`src/rtl/fft_pkg.sv`:
```
// Shared types and helpers for the FFT stage sequencer.
// The UNLOAD state is only reachable when FFT_SEQ_BITREV_UNLOAD_EN is defined.
package fft_pkg;

  typedef enum logic [2:0] {
    IDLE,
    ISSUE,
    DRAIN,
    UNLOAD,
    DONE
  } fft_seq_state_t;

  // Reverses the low 'width' bits of value; supports widths up to 10 (N = 1024).
  function automatic logic [9:0] bitrev(input logic [9:0] value, input int width);
    logic [9:0] r;
    r = '0;
    for (int i = 0; i < 10; i++) begin
      if (i < width) r[i] = value[width-1-i];
    end
    return r;
  endfunction

  function automatic int clog2(input int value);
    int r;
    r = 0;
    while ((1 << r) < value) r++;
    return r;
  endfunction

endpackage

```
`src/rtl/fft_stage_sequencer_if.sv`:
```
// Bus between the FFT stage sequencer, the frame controller, the sample RAM and the butterfly.
// out_valid/out_index exist only when FFT_SEQ_BITREV_UNLOAD_EN is defined.
interface fft_stage_sequencer_if #(parameter int LOG2N = 4);
  logic             start;
  logic             busy;
  logic             done;
  logic [3:0]       stage;
  logic             rd_en;
  logic [LOG2N-1:0] rd_addr_a;
  logic [LOG2N-1:0] rd_addr_b;
  logic             bf_en;
  logic [LOG2N-2:0] bf_twiddle_idx;
  logic             bf_en_out;
  logic             wr_en;
  logic [LOG2N-1:0] wr_addr_a;
  logic [LOG2N-1:0] wr_addr_b;
  logic             seq_err;
`ifdef FFT_SEQ_BITREV_UNLOAD_EN
  logic             out_valid;
  logic [LOG2N-1:0] out_index;
`endif

  modport master (
    input  start, bf_en_out,
    output busy, done, stage, rd_en, rd_addr_a, rd_addr_b, bf_en, bf_twiddle_idx,
           wr_en, wr_addr_a, wr_addr_b, seq_err
`ifdef FFT_SEQ_BITREV_UNLOAD_EN
    , output out_valid, out_index
`endif
  );

  modport slave (
    output start, bf_en_out,
    input  busy, done, stage, rd_en, rd_addr_a, rd_addr_b, bf_en, bf_twiddle_idx,
           wr_en, wr_addr_a, wr_addr_b, seq_err
`ifdef FFT_SEQ_BITREV_UNLOAD_EN
    , input out_valid, out_index
`endif
  );
endinterface

```
`src/rtl/fft_delay_line.sv`:
```
// Fixed-depth shift register with synchronous active-low clear; DEPTH = 0 is a wire.
module fft_delay_line #(
  parameter int WIDTH = 1,
  parameter int DEPTH = 1
) (
  input  logic             clk,
  input  logic             i_clr_n,
  input  logic [WIDTH-1:0] i_data,
  output logic [WIDTH-1:0] o_data
);

  generate
    if (DEPTH == 0) begin : g_wire
      assign o_data = i_data;
    end else begin : g_pipe
      logic [DEPTH-1:0][WIDTH-1:0] r_pipe;

      always_ff @(posedge clk) begin
        // NOTE: the whole pipe is cleared so in-flight entries die with the reset instead of surfacing later.
        if (!i_clr_n) begin
          r_pipe <= '0;
        end else begin
          // NOTE: non-blocking updates make each tap take its neighbour's pre-edge value, giving a true shift.
          r_pipe[0] <= i_data;
          for (int i = 1; i < DEPTH; i++) r_pipe[i] <= r_pipe[i-1];
        end
      end

      assign o_data = r_pipe[DEPTH-1];
    end
  endgenerate

endmodule

```
`src/rtl/fft_stage_sequencer.sv`:
```
// Drives one radix-2 DIF butterfly through all LOG2N stages of an in-place FFT.
// Define FFT_SEQ_BITREV_UNLOAD_EN to add a natural-order unload pass before done.
module fft_stage_sequencer
  import fft_pkg::*;
#(
  parameter int LOG2N          = 4,
  parameter int BF_LATENCY     = 4,
  parameter int MEM_RD_LATENCY = 1
) (
  input  logic                  clk,
  input  logic                  rst_n,
  fft_stage_sequencer_if.master bus
);

  localparam int N    = 1 << LOG2N;
  localparam int H    = N / 2;
  localparam int L    = MEM_RD_LATENCY + BF_LATENCY;
  localparam int CW   = clog2(L) + 1;
  localparam int TW_W = LOG2N - 1;
  localparam logic [LOG2N-1:0] ONE = LOG2N'(1);
`ifdef FFT_SEQ_BITREV_UNLOAD_EN
  localparam int D1_W = 1 + LOG2N + 1 + TW_W;
`else
  localparam int D1_W = 1 + TW_W;
`endif
  localparam int D2_W = 1 + 2 * LOG2N;

  fft_seq_state_t   r_state, w_next;
  logic [LOG2N:0]   r_idx;
  logic [CW-1:0]    r_cnt;
  logic [3:0]       r_stage;
  logic             r_seq_err;

  logic             w_issue_last, w_drain_last, w_last_stage;
  logic             w_issue, w_rd_en;
  logic [LOG2N-1:0] w_j, w_span, w_mask, w_k, w_addr_a, w_addr_b;
  logic [LOG2N-1:0] w_rd_addr_a, w_rd_addr_b;
  logic [TW_W-1:0]  w_twiddle;
  logic [D1_W-1:0]  w_d1_in, w_d1_out;
  logic [D2_W-1:0]  w_d2_in, w_d2_out;
`ifdef FFT_SEQ_BITREV_UNLOAD_EN
  logic             w_unl_valid, w_unload_last;
  assign w_unload_last = (r_idx == (LOG2N+1)'(N - 1 + MEM_RD_LATENCY));
`endif

  assign w_issue_last = (r_idx == (LOG2N+1)'(H - 1));
  assign w_drain_last = (r_cnt == CW'(L - 1));
  assign w_last_stage = (r_stage == 4'(LOG2N - 1));

  // Butterfly j of stage s pairs a and a+span inside group j/span.
  always_comb begin
    w_j       = r_idx[LOG2N-1:0];
    w_span    = LOG2N'(H >> r_stage);
    w_mask    = w_span - ONE;
    w_k       = w_j & w_mask;
    w_addr_a  = ((w_j & ~w_mask) << 1) | w_k;
    w_addr_b  = w_addr_a | w_span;
    w_twiddle = TW_W'(w_k << r_stage);
  end

  always_ff @(posedge clk) begin
    if (!rst_n) r_state <= IDLE;
    else        r_state <= w_next;
  end

  always_comb begin
    // NOTE: every output gets a default before the case so no path infers a latch.
    w_next      = r_state;
    w_issue     = 1'b0;
    w_rd_en     = 1'b0;
    w_rd_addr_a = '0;
    w_rd_addr_b = '0;
`ifdef FFT_SEQ_BITREV_UNLOAD_EN
    w_unl_valid = 1'b0;
`endif
    case (r_state)
      IDLE:  if (bus.start) w_next = ISSUE;
      ISSUE: begin
        w_issue     = 1'b1;
        w_rd_en     = 1'b1;
        w_rd_addr_a = w_addr_a;
        w_rd_addr_b = w_addr_b;
        if (w_issue_last) w_next = DRAIN;
      end
      DRAIN: begin
        if (w_drain_last) begin
          if (!w_last_stage) w_next = ISSUE;
`ifdef FFT_SEQ_BITREV_UNLOAD_EN
          else               w_next = UNLOAD;
`else
          else               w_next = DONE;
`endif
        end
      end
`ifdef FFT_SEQ_BITREV_UNLOAD_EN
      UNLOAD: begin
        w_unl_valid = (r_idx < (LOG2N+1)'(N));
        w_rd_en     = w_unl_valid;
        if (w_unl_valid) w_rd_addr_a = LOG2N'(bitrev(10'(r_idx[LOG2N-1:0]), LOG2N));
        if (w_unload_last) w_next = DONE;
      end
`endif
      DONE:    w_next = IDLE;
      default: w_next = IDLE;
    endcase
  end

  always_ff @(posedge clk) begin
    if (!rst_n) begin
      r_idx     <= '0;
      r_cnt     <= '0;
      r_stage   <= '0;
      r_seq_err <= 1'b0;
    end else begin
      r_seq_err <= r_seq_err | (bus.bf_en_out != w_d2_out[D2_W-1]);
      case (r_state)
        ISSUE: r_idx <= w_issue_last ? '0 : r_idx + 1'b1;
        DRAIN: begin
          r_cnt <= w_drain_last ? '0 : r_cnt + 1'b1;
          if (w_drain_last && !w_last_stage) r_stage <= r_stage + 1'b1;
        end
        UNLOAD: r_idx <= r_idx + 1'b1;
        DONE:   r_stage <= '0;
        default: begin
          r_idx <= '0;
          r_cnt <= '0;
        end
      endcase
    end
  end

`ifdef FFT_SEQ_BITREV_UNLOAD_EN
  assign w_d1_in = {w_unl_valid, w_unl_valid ? r_idx[LOG2N-1:0] : '0,
                    w_issue, w_issue ? w_twiddle : '0};
  assign bus.out_valid = w_d1_out[D1_W-1];
  assign bus.out_index = w_d1_out[D1_W-2 -: LOG2N];
`else
  assign w_d1_in = {w_issue, w_issue ? w_twiddle : '0};
`endif
  assign w_d2_in = {w_issue, w_rd_addr_a, w_rd_addr_b};

  fft_delay_line #(.WIDTH(D1_W), .DEPTH(MEM_RD_LATENCY)) u_bf_delay (
    .clk(clk), .i_clr_n(rst_n), .i_data(w_d1_in), .o_data(w_d1_out)
  );

  fft_delay_line #(.WIDTH(D2_W), .DEPTH(L)) u_wr_delay (
    .clk(clk), .i_clr_n(rst_n), .i_data(w_d2_in), .o_data(w_d2_out)
  );

  assign bus.busy           = (r_state == ISSUE) || (r_state == DRAIN) || (r_state == UNLOAD);
  assign bus.done           = (r_state == DONE);
  assign bus.stage          = r_stage;
  assign bus.rd_en          = w_rd_en;
  assign bus.rd_addr_a      = w_rd_addr_a;
  assign bus.rd_addr_b      = w_rd_addr_b;
  assign bus.bf_en          = w_d1_out[TW_W];
  assign bus.bf_twiddle_idx = w_d1_out[TW_W-1:0];
  assign bus.wr_en          = w_d2_out[D2_W-1];
  assign bus.wr_addr_a      = w_d2_out[2*LOG2N-1:LOG2N];
  assign bus.wr_addr_b      = w_d2_out[LOG2N-1:0];
  assign bus.seq_err        = r_seq_err;

endmodule

```
`src/flat_wrapper.sv`:
```
// flat-port wrapper written by rule: the top's interface ports become plain ports
module fft_stage_sequencer_flat import fft_pkg::*;
#(
  parameter int LOG2N          = 4,
  parameter int BF_LATENCY     = 4,
  parameter int MEM_RD_LATENCY = 1
)
  (clk, rst_n, bus_start, bus_bf_en_out, bus_busy, bus_done, bus_stage, bus_rd_en, bus_rd_addr_a, bus_rd_addr_b, bus_bf_en, bus_bf_twiddle_idx, bus_wr_en, bus_wr_addr_a, bus_wr_addr_b, bus_seq_err);
  fft_stage_sequencer_if #(.LOG2N(LOG2N)) bus_i ();
  input  logic clk;
  input  logic rst_n;
  input wire logic [$bits(bus_i.start)-1:0] bus_start;
  input wire logic [$bits(bus_i.bf_en_out)-1:0] bus_bf_en_out;
  output wire logic [$bits(bus_i.busy)-1:0] bus_busy;
  output wire logic [$bits(bus_i.done)-1:0] bus_done;
  output wire logic [$bits(bus_i.stage)-1:0] bus_stage;
  output wire logic [$bits(bus_i.rd_en)-1:0] bus_rd_en;
  output wire logic [$bits(bus_i.rd_addr_a)-1:0] bus_rd_addr_a;
  output wire logic [$bits(bus_i.rd_addr_b)-1:0] bus_rd_addr_b;
  output wire logic [$bits(bus_i.bf_en)-1:0] bus_bf_en;
  output wire logic [$bits(bus_i.bf_twiddle_idx)-1:0] bus_bf_twiddle_idx;
  output wire logic [$bits(bus_i.wr_en)-1:0] bus_wr_en;
  output wire logic [$bits(bus_i.wr_addr_a)-1:0] bus_wr_addr_a;
  output wire logic [$bits(bus_i.wr_addr_b)-1:0] bus_wr_addr_b;
  output wire logic [$bits(bus_i.seq_err)-1:0] bus_seq_err;
  assign bus_i.start = bus_start;
  assign bus_i.bf_en_out = bus_bf_en_out;
  assign bus_busy = bus_i.busy;
  assign bus_done = bus_i.done;
  assign bus_stage = bus_i.stage;
  assign bus_rd_en = bus_i.rd_en;
  assign bus_rd_addr_a = bus_i.rd_addr_a;
  assign bus_rd_addr_b = bus_i.rd_addr_b;
  assign bus_bf_en = bus_i.bf_en;
  assign bus_bf_twiddle_idx = bus_i.bf_twiddle_idx;
  assign bus_wr_en = bus_i.wr_en;
  assign bus_wr_addr_a = bus_i.wr_addr_a;
  assign bus_wr_addr_b = bus_i.wr_addr_b;
  assign bus_seq_err = bus_i.seq_err;
  fft_stage_sequencer #(.LOG2N(LOG2N), .BF_LATENCY(BF_LATENCY), .MEM_RD_LATENCY(MEM_RD_LATENCY)) u_core (.clk(clk), .rst_n(rst_n), .bus(bus_i));
endmodule
```
`config.mk`:
```
export PLATFORM = sky130hd
export DESIGN_NAME = fft_stage_sequencer_flat
export DESIGN_NICKNAME = d
export VERILOG_FILES = /design/src/rtl/fft_pkg.sv /design/src/rtl/fft_stage_sequencer_if.sv /design/src/rtl/fft_delay_line.sv /design/src/rtl/fft_stage_sequencer.sv /design/src/flat_wrapper.sv
export SDC_FILE = /design/constraint.sdc
export NUM_CORES = 1
export LEC_CHECK = 0
export CAP_MARGIN = 20
export CORE_AREA = 4 4 64 96
export CTS_CLUSTER_SIZE = 30
export DETAILED_ROUTE_END_ITERATION = 10
export DIE_AREA = 0 0 68 100
export PLACE_DENSITY = 0.72
export SLEW_MARGIN = 20
export SYNTH_ARGS = -nofsm -noshare
export SYNTH_HDL_FRONTEND = slang
export SYNTH_SLANG_ARGS = --single-unit
```
`constraint.sdc`:
```
create_clock -name clk -period 2.2 [get_ports clk]
set_input_delay 0.44 -clock clk [delete_from_list [all_inputs] [get_ports clk]]
set_output_delay 0.44 -clock clk [all_outputs]
set_load 0.05 [all_outputs]
```
==> results list, run 1 <==
- Starting density of the core: 0.467
* Clock slew seen by the registers of the worst setup and hold paths: 70 ps
- Count of yosys warnings during synthesis: 0
* Maximum clock rate: slightly below 400 MHz
- Number of top-level pins: 33
- The number of global-route vias before repair came to around 2000.
* Commonest register cell after synthesis: sky130_fd_sc_hd__dfxtp_1
* Synth Instances: 257
- The number of slew-limit violations in the final report came to 0.
- The number of different library cells used by synthesis comes to 48.
- CTS saw 65 sinks.
- Maximum fanout count along the critical path: 4
- Result of the run: finished with violations
- Endpoint of the most critical register-to-register path: u_core.u_wr_delay.g_pipe.r_pipe[6]
- Count of filler cells inserted in the layout: 425
- Worst Hold Class: flip-flop to flip-flop
- Insertion delay of the later-clocked pin in the worst-skew pair: 340 ps
- For the pin with the worst max-slew slack, the measured transition is 683 ps.
- After detailed routing, the total wire length is 5940 um.
- The setup path with the least slack is of type flip-flop to output port.
* Hold Path Sink: u_core.u_wr_delay.o_data[5]
- The cell area that synthesis handed to floorplanning was around 2500 um2.
- Detailed placement finished with a half-perimeter wire length of approximately 3600 um.
- Summing all flip-flop and latch instances after layout gives 1320 um2.
- Lkg Pwr: approximately 1.3 nW
- Critical path required time: 1760 ps
* Vert. Die Dim: 100 um
- Met3 Use GR: 0.0526
- Across the VDD grid, the largest voltage drop is between 300 and 400 uV.
- The final reports fail on negative setup slack.
- The core region is 5370 um2.
- After floorplanning, the core was divided into 33 placement rows.
- After detailed placement, the total cell area comes to between 3000 and 4000 um2.
* Start point of the worst min-delay path: u_core.u_wr_delay.g_pipe.r_pipe[32]
* Reg2Reg Launch Point: u_core.bus.stage[2]
- Each instance of the synthesized netlist takes up on average 9.75 um2.
* Fraction of the cycle the final worst path needs: 1.14
* Number of maximum-capacitance violations: 0
- The finished cells cover 3470 um2.
- Ratio of total power to cell area: 649 nW/um2
- Summed over all layers, the global routing overflow is 0.
* Hold Path Depth: 1
* Layout Area Growth over Synthesis: 38.4%
- Dividing the detail-routed via count by the number of cells gives 5.30.
- Setup violations remaining at the end of the flow were counted as 7.
* GR Util met2: 0.328
- The clock passes through at most 2 buffers.
* Min setup slack post-route: -315 ps
* First-pass GRT wire length: between 9000 and 10000 um
- Final critical delay including setup and external delays: 2510 ps
- In the final layout, the share of cells above drive strength 1 is 0.292.
- TritonCTS built the clock tree.
* Number of antenna violations at the first check in global routing: 0
* Detailed-route DRC error count: 0
* Remaining number of nets flagged by the antenna check after routing: 0
- Die width: 68 um
- R2r setup slk: -260 ps
- Register area share after synthesis: 0.519
- In the final routed layout, each cell accounts on average for approximately 16 um.
* Number of endpoints with negative hold slack in the final report: 0
- Seq cells post-synth: 65
- Area used by multi-input combinational logic: 1200 um2
* Maximum number of pins on one net before global-route repair: 41
- Die Footprint: approximately 7000 um2
* Drt first-iter violations: 86
- Capturing element type of the critical path: output port
- 0 antenna diodes ended up in the layout.
- For the worst flop-to-flop path, the logic depth is 14.
- Async S/R FF share, synth: 0
- CP startpoint kind: flip-flop
- In the final design database the tool counted 316 nets.
- Arrival time at the worst endpoint: a little over 2000 ps
- The first detailed-routing pass took 4 iterations.
* Root Buffer: sky130_fd_sc_hd__clkbuf_8
* Final-layout worst hold slack: ~430 ps
* Final worst clock skew: 6.38 ps
- Measured against its own limit, the worst slew margin works out to 0.544.
- For met1 alone, demand over resource in global routing was 0.190.
- The routed layout has 2024 vias.
- Final RePlAce weighted congestion: 0.815
* Number of buffer cells added on primary ports: 32
- Combined global-route utilization of all metal layers: 0.191
- Setup repair after global routing could not meet its margin everywhere.
- Number of buffers inserted during clock tree synthesis: 9
* EDFF count, synth: 0
- In this run the most used layer during global routing was met2.
- Counting every net in the synthesized netlist gives 266.
* Hold buffer count at cts: 0
- CTS built an H-tree with a depth of 3.
cell usage in the layout (no fill, tap or decap), drive strengths merged, types with 3 or more instances in the layout:
cell type	count
dfxtp	65
or3b	5
clkdlybuf4s50	19
a31oi	5
nand3	11
nor3	3
and2	38
clkbuf	12
nand2b	3
a21oi	11
ha	5
nor2	17
buf	42
nand3b	9
mux2i	5
o211ai	4
a211oi	3
nand2	10
inv	10
how the worst max path moves through the flow:
stage	depth (start not counted)	to	from
3_5_place_dp	6	bus_rd_addr_b[3]	u_core.bus.stage[3]
3_3_place_gp	6	bus_rd_addr_b[3]	u_core.bus.stage[3]
4_1_cts	7	bus_rd_addr_b[3]	u_core.bus.stage[2]
5_1_grt	7	bus_rd_addr_b[3]	u_core.bus.stage[2]
6_report	7	bus_rd_addr_b[3]	u_core.bus.stage[2]
2_1_floorplan	6	bus_rd_addr_b[3]	u_core.bus.stage[0]
where the power goes:
group          switching (mW)  internal [mW]
combinational          0.0938         0.0559
clock                   0.442          0.469
sequential            0.00729           1.18
metrics by stage:
stage / setup TNS [ps] / power (mW) / setup slack [ps] / instances / util
6_report: -1410 / 2.25 / -315 / 382 / 0.646
5_1_grt: -1930 / 2.34 / -393 / 382 / 0.646
4_1_cts: -977 / 2.27 / -234 / 381 / 0.634
3_5_place_dp: -4.75 / 1.36 / -4.75 / 352 / 0.571
3_3_place_gp: 0 / 1.36 / 44.4 / 352 / 0.571
2_1_floorplan: -78.9 / 1.31 / -69.8 / 257 / -
worst max-delay path: stages, from the launching register on:
cell and delay (ps):
sky130_fd_sc_hd__dfxtp_4 360, sky130_fd_sc_hd__nand4bb_4 230, sky130_fd_sc_hd__ha_2 220, sky130_fd_sc_hd__or3b_4 380, sky130_fd_sc_hd__o211ai_1 110, sky130_fd_sc_hd__buf_4 190
sky130_fd_sc_hd__a31oi_4 80, sky130_fd_sc_hd__buf_6 160
Yosys cell counts (2+ instances only):
master | count | area (um2)
sky130_fd_sc_hd__dfxtp_1 | 65 | 1300
sky130_fd_sc_hd__and2_1 | 38 | 238
sky130_fd_sc_hd__nor2_1 | 17 | 63.8
sky130_fd_sc_hd__clkbuf_1 | 12 | 45.0
sky130_fd_sc_hd__a21oi_1 | 11 | 55.1
sky130_fd_sc_hd__nand3_1 | 11 | 55.1
sky130_fd_sc_hd__nand2_1 | 10 | 37.5
sky130_fd_sc_hd__nand3b_1 | 9 | 67.6
sky130_fd_sc_hd__buf_4 | 8 | 60.1
sky130_fd_sc_hd__inv_1 | 8 | 30.0
sky130_fd_sc_hd__a31oi_1 | 5 | 31.3
sky130_fd_sc_hd__ha_1 | 5 | 62.6
sky130_fd_sc_hd__mux2i_1 | 5 | 50.1
sky130_fd_sc_hd__o211ai_1 | 4 | 30.0
sky130_fd_sc_hd__nand2b_1 | 3 | 18.8
sky130_fd_sc_hd__nor3_1 | 3 | 15.0
sky130_fd_sc_hd__or3b_2 | 3 | 26.3
sky130_fd_sc_hd__a211oi_1 | 2 | 15.0
sky130_fd_sc_hd__a311oi_1 | 2 | 17.5
sky130_fd_sc_hd__buf_2 | 2 | 10.0
sky130_fd_sc_hd__nand4bb_1 | 2 | 22.5
sky130_fd_sc_hd__nor2b_1 | 2 | 12.5
sky130_fd_sc_hd__nor3b_1 | 2 | 15.0
sky130_fd_sc_hd__nor4_1 | 2 | 12.5
sky130_fd_sc_hd__or3_1 | 2 | 12.5
sky130_fd_sc_hd__xor2_1 | 2 | 17.5
cell families (layout without fill, tap and decap cells):
logic type,Yosys count,in the layout,share of synthesized area
XOR/XNOR,2,2,0.00699
AO/OA/AOI/OAI,34,34,0.0934
AND/OR/NAND/NOR,113,113,0.270
multiplexers,5,5,0.0200
buffers and inverters,33,88,0.0659
adder cells (fa/ha/maj),5,5,0.0250
flip-flops,65,65,0.519
per-layer routing:
layer / share of wire / routed length (um) / up-vias
met5: 0 / 0 / -
met4: 0.048 / 287 / 0
met3: 0.038 / 226 / 23
met2: 0.55 / 3270 / 54
met1: 0.36 / 2150 / 976
li1: - / - / 971
flip-flops by register name, summed over array words and instances, names as in the netlist:
| register | cells |
|---|---|
| u_core.u_wr_delay.o_data | 9 |
| u_core.u_bf_delay.o_data | 4 |
| u_core.r_state | 3 |
| u_core.bus.seq_err | 1 |
| u_core.u_wr_delay.g_pipe.r_pipe | 35 |
| u_core.bus.stage | 4 |
| u_core.r_idx | 5 |
| u_core.r_cnt | 4 |
timing repair:
| action | in CTS | in global routing |
|---|---|---|
| pin swaps | 4 | 2 |
| gates resized for setup | 13 | 11 |
| endpoints found under the setup margin | 6 | 11 |
| hold endpoints to repair | 0 | 0 |
| buffers inserted | 13 | 1 |
layout make-up:
cell class                 count  share of cell area
sequential                    65               0.379
multi-input combinational    159               0.346
timing repair buffer          63               0.188
clock buffer                  12              0.0447
tap                           70              0.0252
inverter                       9             0.00974
clock inverter                 4             0.00757
Power figures use the tool's default switching activity.
==> run 2, diff against run 1 <==
CAP_MARGIN = 10   (was 20)
==> results of run 2 <==
The final DEF is identical to that of run 1; final timing and power are the same.
